$ cat src/rtl/mnist_batch_sequencer.sv
`default_nettype none
// ============================================================================
// Module      : mnist_batch_sequencer
// Description : On-chip self-test sequencer for the MNIST accelerator. Walks
//               a bank of NUM_IMAGES stored images, starts the accelerator on
//               each one, waits for its done level under a timeout, compares
//               the predicted digit with the stored label and keeps pass /
//               fail / timeout statistics plus per-inference latency figures.
// Revision    : 1.0 - initial release
// ----------------------------------------------------------------------------
// Ports
//   clk, rst_n          : clock, asynchronous active-low reset
//   run                 : one-cycle batch request (honoured in IDLE only)
//   abort               : terminate the batch from any busy state
//   label_data          : expected digit for img_idx (combinational lookup)
//   img_idx             : image / label select towards the image bank
//   acc_start           : one-cycle start pulse to the accelerator
//   acc_done, acc_digit : accelerator done level and predicted digit
//   busy                : high in every state except IDLE
//   batch_done, aborted : one-cycle completion / abort pulses
//   pass_count, fail_count, timeout_count : batch statistics
//   last_cycles, max_cycles               : latest / worst inference latency
//   first_fail_idx, first_fail_valid      : first failing image
// ============================================================================
module mnist_batch_sequencer #(
  parameter int NUM_IMAGES     = 10,
  parameter int IDX_W          = (NUM_IMAGES > 1) ? $clog2(NUM_IMAGES) : 1,
  parameter int SETTLE_CYCLES  = 5,
  parameter int TIMEOUT_CYCLES = 5000,
  parameter int CNT_W          = 32
) (
  input  logic             clk,
  input  logic             rst_n,
  input  logic             run,
  input  logic             abort,
  input  logic [3:0]       label_data,
  output logic [IDX_W-1:0] img_idx,
  output logic             acc_start,
  input  logic             acc_done,
  input  logic [3:0]       acc_digit,
  output logic             busy,
  output logic             batch_done,
  output logic             aborted,
  output logic [IDX_W:0]   pass_count,
  output logic [IDX_W:0]   fail_count,
  output logic [IDX_W:0]   timeout_count,
  output logic [CNT_W-1:0] last_cycles,
  output logic [CNT_W-1:0] max_cycles,
  output logic [IDX_W-1:0] first_fail_idx,
  output logic             first_fail_valid
);

  // --------------------------------------------------------------------------
  // Constants
  // --------------------------------------------------------------------------
  localparam int SET_W = (SETTLE_CYCLES > 1) ? $clog2(SETTLE_CYCLES) : 1;

  localparam logic [SET_W-1:0] SETTLE_LAST = SET_W'(SETTLE_CYCLES - 1);
  localparam logic [IDX_W-1:0] LAST_IDX    = IDX_W'(NUM_IMAGES - 1);
  localparam logic [CNT_W-1:0] TO_LAST     = CNT_W'(TIMEOUT_CYCLES - 1);
  localparam logic [CNT_W-1:0] TO_VAL      = CNT_W'(TIMEOUT_CYCLES);

  localparam logic [2:0] S_IDLE   = 3'd0;
  localparam logic [2:0] S_SETTLE = 3'd1;
  localparam logic [2:0] S_START  = 3'd2;
  localparam logic [2:0] S_WAIT   = 3'd3;
  localparam logic [2:0] S_CHECK  = 3'd4;
  localparam logic [2:0] S_DRAIN  = 3'd5;
  localparam logic [2:0] S_NEXT   = 3'd6;
  localparam logic [2:0] S_DONE   = 3'd7;

  // --------------------------------------------------------------------------
  // State
  // --------------------------------------------------------------------------
  logic [2:0]       state_q,      state_d;
  logic [SET_W-1:0] settle_cnt_q, settle_cnt_d;
  logic [CNT_W-1:0] wait_cnt_q,   wait_cnt_d;
  logic [IDX_W-1:0] img_idx_q,    img_idx_d;
  logic             match_q,      match_d;
  logic [IDX_W:0]   pass_q,       pass_d;
  logic [IDX_W:0]   fail_q,       fail_d;
  logic [IDX_W:0]   tmo_q,        tmo_d;
  logic [CNT_W-1:0] last_q,       last_d;
  logic [CNT_W-1:0] max_q,        max_d;
  logic [IDX_W-1:0] ff_idx_q,     ff_idx_d;
  logic             ff_valid_q,   ff_valid_d;
  logic             aborted_q,    aborted_d;

  // Saturating successor of the WAIT counter; doubles as the latency value
  // (counter + 1) loaded into last_cycles when done arrives.
  logic [CNT_W-1:0] wait_inc;
  assign wait_inc = (wait_cnt_q == '1) ? wait_cnt_q : wait_cnt_q + 1'b1;

  // --------------------------------------------------------------------------
  // Next-state logic
  // --------------------------------------------------------------------------
  always_comb begin
    state_d      = state_q;
    settle_cnt_d = settle_cnt_q;
    wait_cnt_d   = wait_cnt_q;
    img_idx_d    = img_idx_q;
    match_d      = match_q;
    pass_d       = pass_q;
    fail_d       = fail_q;
    tmo_d        = tmo_q;
    last_d       = last_q;
    max_d        = max_q;
    ff_idx_d     = ff_idx_q;
    ff_valid_d   = ff_valid_q;
    aborted_d    = 1'b0;

    // Abort outranks every other action in a busy state, so statistics are
    // frozen exactly as they stood before the abort cycle.
    if ((state_q != S_IDLE) && abort) begin
      state_d   = S_IDLE;
      aborted_d = 1'b1;
    end else begin
      case (state_q)
        S_IDLE: begin
          if (run && !abort) begin
            pass_d       = '0;
            fail_d       = '0;
            tmo_d        = '0;
            last_d       = '0;
            max_d        = '0;
            ff_idx_d     = '0;
            ff_valid_d   = 1'b0;
            img_idx_d    = '0;
            settle_cnt_d = '0;
            state_d      = S_SETTLE;
          end
        end

        S_SETTLE: begin
          if (settle_cnt_q == SETTLE_LAST) begin
            settle_cnt_d = '0;
            state_d      = S_START;
          end else begin
            settle_cnt_d = settle_cnt_q + 1'b1;
          end
        end

        S_START: begin
          wait_cnt_d = '0;
          state_d    = S_WAIT;
        end

        S_WAIT: begin
          wait_cnt_d = wait_inc;
          if (acc_done) begin
            match_d = (acc_digit == label_data);
            last_d  = wait_inc;
            if (wait_inc > max_q) begin
              max_d = wait_inc;
            end
            state_d = S_CHECK;
          end else if (wait_cnt_q == TO_LAST) begin
            // A timed-out image has no done level to drain.
            tmo_d  = tmo_q + 1'b1;
            fail_d = fail_q + 1'b1;
            last_d = TO_VAL;
            if (!ff_valid_q) begin
              ff_idx_d   = img_idx_q;
              ff_valid_d = 1'b1;
            end
            state_d = S_NEXT;
          end
        end

        S_CHECK: begin
          if (match_q) begin
            pass_d = pass_q + 1'b1;
          end else begin
            fail_d = fail_q + 1'b1;
            if (!ff_valid_q) begin
              ff_idx_d   = img_idx_q;
              ff_valid_d = 1'b1;
            end
          end
          state_d = S_DRAIN;
        end

        S_DRAIN: begin
          if (!acc_done) begin
            state_d = S_NEXT;
          end
        end

        S_NEXT: begin
          if (img_idx_q == LAST_IDX) begin
            state_d = S_DONE;
          end else begin
            img_idx_d    = img_idx_q + 1'b1;
            settle_cnt_d = '0;
            state_d      = S_SETTLE;
          end
        end

        S_DONE: begin
          state_d = S_IDLE;
        end

        default: begin
          state_d = S_IDLE;
        end
      endcase
    end
  end

  // --------------------------------------------------------------------------
  // Registers
  // --------------------------------------------------------------------------
  always_ff @(posedge clk or negedge rst_n) begin
    if (!rst_n) begin
      state_q      <= S_IDLE;
      settle_cnt_q <= '0;
      wait_cnt_q   <= '0;
      img_idx_q    <= '0;
      match_q      <= 1'b0;
      pass_q       <= '0;
      fail_q       <= '0;
      tmo_q        <= '0;
      last_q       <= '0;
      max_q        <= '0;
      ff_idx_q     <= '0;
      ff_valid_q   <= 1'b0;
      aborted_q    <= 1'b0;
    end else begin
      state_q      <= state_d;
      settle_cnt_q <= settle_cnt_d;
      wait_cnt_q   <= wait_cnt_d;
      img_idx_q    <= img_idx_d;
      match_q      <= match_d;
      pass_q       <= pass_d;
      fail_q       <= fail_d;
      tmo_q        <= tmo_d;
      last_q       <= last_d;
      max_q        <= max_d;
      ff_idx_q     <= ff_idx_d;
      ff_valid_q   <= ff_valid_d;
      aborted_q    <= aborted_d;
    end
  end

  // --------------------------------------------------------------------------
  // Outputs
  // --------------------------------------------------------------------------
  // Pulses are state decodes so an asynchronous reset clears them at once;
  // abort masks them in the very cycle it is sampled.
  assign acc_start        = (state_q == S_START) && !abort;
  assign batch_done       = (state_q == S_DONE)  && !abort;
  assign busy             = (state_q != S_IDLE);
  assign aborted          = aborted_q;
  assign img_idx          = img_idx_q;
  assign pass_count       = pass_q;
  assign fail_count       = fail_q;
  assign timeout_count    = tmo_q;
  assign last_cycles      = last_q;
  assign max_cycles       = max_q;
  assign first_fail_idx   = ff_idx_q;
  assign first_fail_valid = ff_valid_q;

endmodule
`default_nettype wire

$ cat config.mk
export PLATFORM = sky130hd
export DESIGN_NAME = mnist_batch_sequencer
export DESIGN_NICKNAME = d
export VERILOG_FILES = /design/src/rtl/mnist_batch_sequencer.sv
export SDC_FILE = /design/constraint.sdc
export NUM_CORES = 1
export LEC_CHECK = 0
export ABC_AREA = 1
export CORE_MARGIN = 3
export CORE_UTILIZATION = 30
export CTS_CLUSTER_DIAMETER = 30
export DETAILED_ROUTE_END_ITERATION = 8
export GPL_TIMING_DRIVEN = 0
export REMOVE_ABC_BUFFERS = 1
export SYNTH_ARGS = -nofsm -noshare
export SYNTH_HDL_FRONTEND = slang
export SYNTH_SLANG_ARGS = --single-unit
$ cat constraint.sdc
create_clock -name clk -period 3.9 [get_ports clk]
set_clock_uncertainty 0.05 [all_clocks]
set_input_delay 0.585 -clock clk [delete_from_list [all_inputs] [get_ports clk]]
set_output_delay 0.585 -clock clk [all_outputs]
set_load 0.005 [all_outputs]
==> impl_metrics.ini <==
[outcome]
status = finished clean

[clocking]
clkTransAtPathRegs_ns = 0.06
cts_buffer_depth = 2
h-tree-depth = 4
root_buffer = clkbuf_16
cts_tree = built
numCtsBuffers = 17
postCtsHoldBufs = 0
clock_latency_ns = 0.43
clock_sinks = 128

[job]
max-cap-violations = 0

[sta]
max_slew_margin = 0.206
fin_crit_ns = 3.70
tns_ns = 0
worstMarginPinSlew_ns = 1.19
slew_viol_final = 0
finalSetupViolations = 0
grt_setup_unrepaired = no
finalHoldViolCount = 0
fin_crit_sh = 0.948
fmax_mhz = 270
fin_ws_ns = 0.202

[critical_path]
path_class = flip-flop to flip-flop
path_cells = ha_2 -> nand2_2 -> nor2_4 -> nand2_2 -> nor3_4 -> buf_6 -> nand3_4 -> nand2_1 -> ha_1 -> nand2_1 -> o21ai_0 -> nand2_1 -> o21ai_0 -> nor2_1 -> nand2_1 -> nand2_2 -> nand2_8 -> buf_4 -> nand3_1 -> nand2_1
reg2reg_to = max_cycles[2]$_DFFE_PN0P_
cp.required_ns = 4.17
crit_path_start = wait_cnt_q[0]$_DFFE_PN0P_
r2r_cells = 20
cp-end-kind = flip-flop
cp-start-kind = flip-flop
cp_common_cell = nand2_1
endpoint = max_cycles[2]$_DFFE_PN0P_
cp_max_fo = 13
slowest_delay_ns = 0.44
r2r-start = wait_cnt_q[0]$_DFFE_PN0P_
crit_arrival_ns = 3.97
critPathSlowestCell = dfrtp_2
timing.reg2reg.setup_slack_ns = 0.20

[grt]
track_usage = 0.178
grt_pass1_vias = 6869
grt_max_degree = 69
grt_antenna_before_repair = 0
grt_pass1_wl_mm = 37.2
grt.overflow.total = 0

[logic_synthesis]
synth_cell_types = 36
ys_ff_latch = 128
ys_seq_area_frac = 0.423
yosysWarnings = 0
synthCells = 1049
syn-cell-area_um2 = 7560
syn_area_per_cell_um2 = 7.21

[placement]
placed_area_um2 = 8970
gp_congestion = 0.887
pre_cts_slack_ns = -2.75
dp_hpwl_mm = 15.6
io_buffers = 104

[cells_and_area]
stdcell_area_um2 = 9940
finish.net_count = 1221
final_common_cell = nand2_1
drive_gt1_frac = 0.0847
fin_util = 0.405
final_cell_mix = 393 x nand2_1, 127 x dfrtp_1, 117 x inv_1, 103 x clkdlybuf4s50_1, 68 x nand3_1
syn2layout_area_growth_pct = 31.3
diodes = 0

[route]
drtIter0Drc = 580
wl_per_cell_um = 15.9
dr_total_vias = 7212
drtPass1Iterations = 5
wirelength_mm = 23.9
vias_per_cell = 4.79
drt.antenna.violating_nets = 0
drc = 0

[power]
max-vdd-ir-drop_mv = 0.380
total_power_uw = 5700
leakagePower_uw = 0.00476
powerDensity_nw_per_um2 = 573

[die]
dieHeight_um = 165
std_cell_rows = 57
die_w_um = 165
ios = 105
die_area_um2 = 27200
coreArea_um2 = 24500
start_util = 0.308

[hold_path]
hp-class = primary input to asynchronous set/reset pin
==> cell families (layout without fill, tap and decap cells) <==
group | count (synthesis) | count (layout) | share of synthesized area
simple gates | 588 | 596 | 0.320
fa+ha+maj | 40 | 40 | 0.0662
flops | 128 | 128 | 0.423
mux | 1 | 1 | 0.00132
buf+inv | 155 | 279 | 0.0807
compound gates | 110 | 110 | 0.0772
xor+xnor | 27 | 27 | 0.0313
==> cells in the mapped netlist <==
cell / number / share of area
nand2_1: 396 / 0.20
dfrtp_1: 128 / 0.42
inv_1: 119 / 0.059
nor2_1: 71 / 0.035
nand3_1: 69 / 0.046
o21ai_0: 59 / 0.039
ha_1: 40 / 0.066
a21oi_1: 37 / 0.024
xor2_1: 21 / 0.024
nor3_1: 19 / 0.013
buf_2: 14 / 0.0093
clkbuf_1: 12 / 0.0060
nand4_1: 11 / 0.0091
nand2_2: 8 / 0.0066
xnor2_1: 6 / 0.0069
inv_2: 5 / 0.0025
nor2_2: 5 / 0.0041
nor4_1: 5 / 0.0041
a211oi_1: 2 / 0.0020
buf_1: 2 / 0.00099
o21a_1: 2 / 0.0020
o21ai_1: 2 / 0.0013
o21ai_2: 2 / 0.0023
o22ai_1: 2 / 0.0017
a21o_1: 1 / 0.00099
a32o_1: 1 / 0.0013
buf_4: 1 / 0.00099
buf_6: 1 / 0.0015
clkinv_1: 1 / 0.00050
mux2i_1: 1 / 0.0013
nand3_2: 1 / 0.0013
nor2_4: 1 / 0.0015
nor3_4: 1 / 0.0022
nor3b_1: 1 / 0.00099
o31ai_1: 1 / 0.00099
o41ai_1: 1 / 0.0012
==> per-stage QoR <==
stage                     std cells  hold slack (ns)
after floorplan                1019            0.239
after global placement         1447            0.403
after detailed placement       1452            0.408
after CTS                      1494           0.0900
after global routing           1505            0.103
final                          1505           0.0770
==> worst max-delay path: cells and delay by family, from the launching register on <==
kind | cells | cell delay [ns]
fa+ha+maj | 2 | 0.49
buf+inv | 2 | 0.40
simple gates | 14 | 2.00
flops | 1 | 0.44
compound gates | 2 | 0.20
==> where the power goes <==
group | internal [uW] | leakage [uW] | total, uW | switching, uW
combinational | 822 | 0.00271 | 2250 | 1430
clock | 1080 | 0.000294 | 1740 | 660
sequential | 1540 | 0.00176 | 1710 | 167
==> registers in the layout, summed over array words and instances (netlist names) <==
signal	flops
aborted	1
fail_count	5
first_fail_idx	4
first_fail_valid	1
img_idx	4
last_cycles	32
match_q	1
max_cycles	32
pass_count	5
settle_cnt_q	3
state_q	3
timeout_count	5
wait_cnt_q	32
==> cell type report <==
type | instances | area [um2]
Fill cell | 2576 | 14600
Tap cell | 324 | 405
Clock inverter | 15 | 209
Inverter | 125 | 473
Timing Repair inverter | 1 | 5.00
Multi-Input combinational cell | 774 | 3970
Clock buffer | 17 | 425
Timing Repair Buffer | 121 | 1250
Sequential cell | 128 | 3200
==> how the worst min path moves through the flow <==
stage,startpoint,endpoint,slack (ns)
after global placement,last_cycles[25]$_DFFE_PN0P_,last_cycles[25]$_DFFE_PN0P_,0.40
after CTS,rst_n,img_idx[1]$_DFFE_PN0P_,0.09
after detailed placement,last_cycles[19]$_DFFE_PN0P_,last_cycles[19]$_DFFE_PN0P_,0.41
after floorplan,rst_n,aborted$_DFF_PN0_,0.24
final,rst_n,img_idx[1]$_DFFE_PN0P_,0.08
after global routing,rst_n,img_idx[2]$_DFFE_PN0P_,0.10
==> what timing repair did <==
action	in CTS	in global routing
setup buffers	2	10
pin swaps	4	4
setup endpoints to repair	50	35
resized for setup	17	11
gates cloned	8	1
==> metal layers <==
layer | global-route usage | wire [um] | vias up
met5 | 0 | 0 | -
met4 | 0.0492 | 471 | 0
met3 | 0.0451 | 1550 | 33
met2 | 0.281 | 10900 | 208
met1 | 0.242 | 10900 | 3378
li1 | - | - | 3593
(Power assumes the default switching activity.)
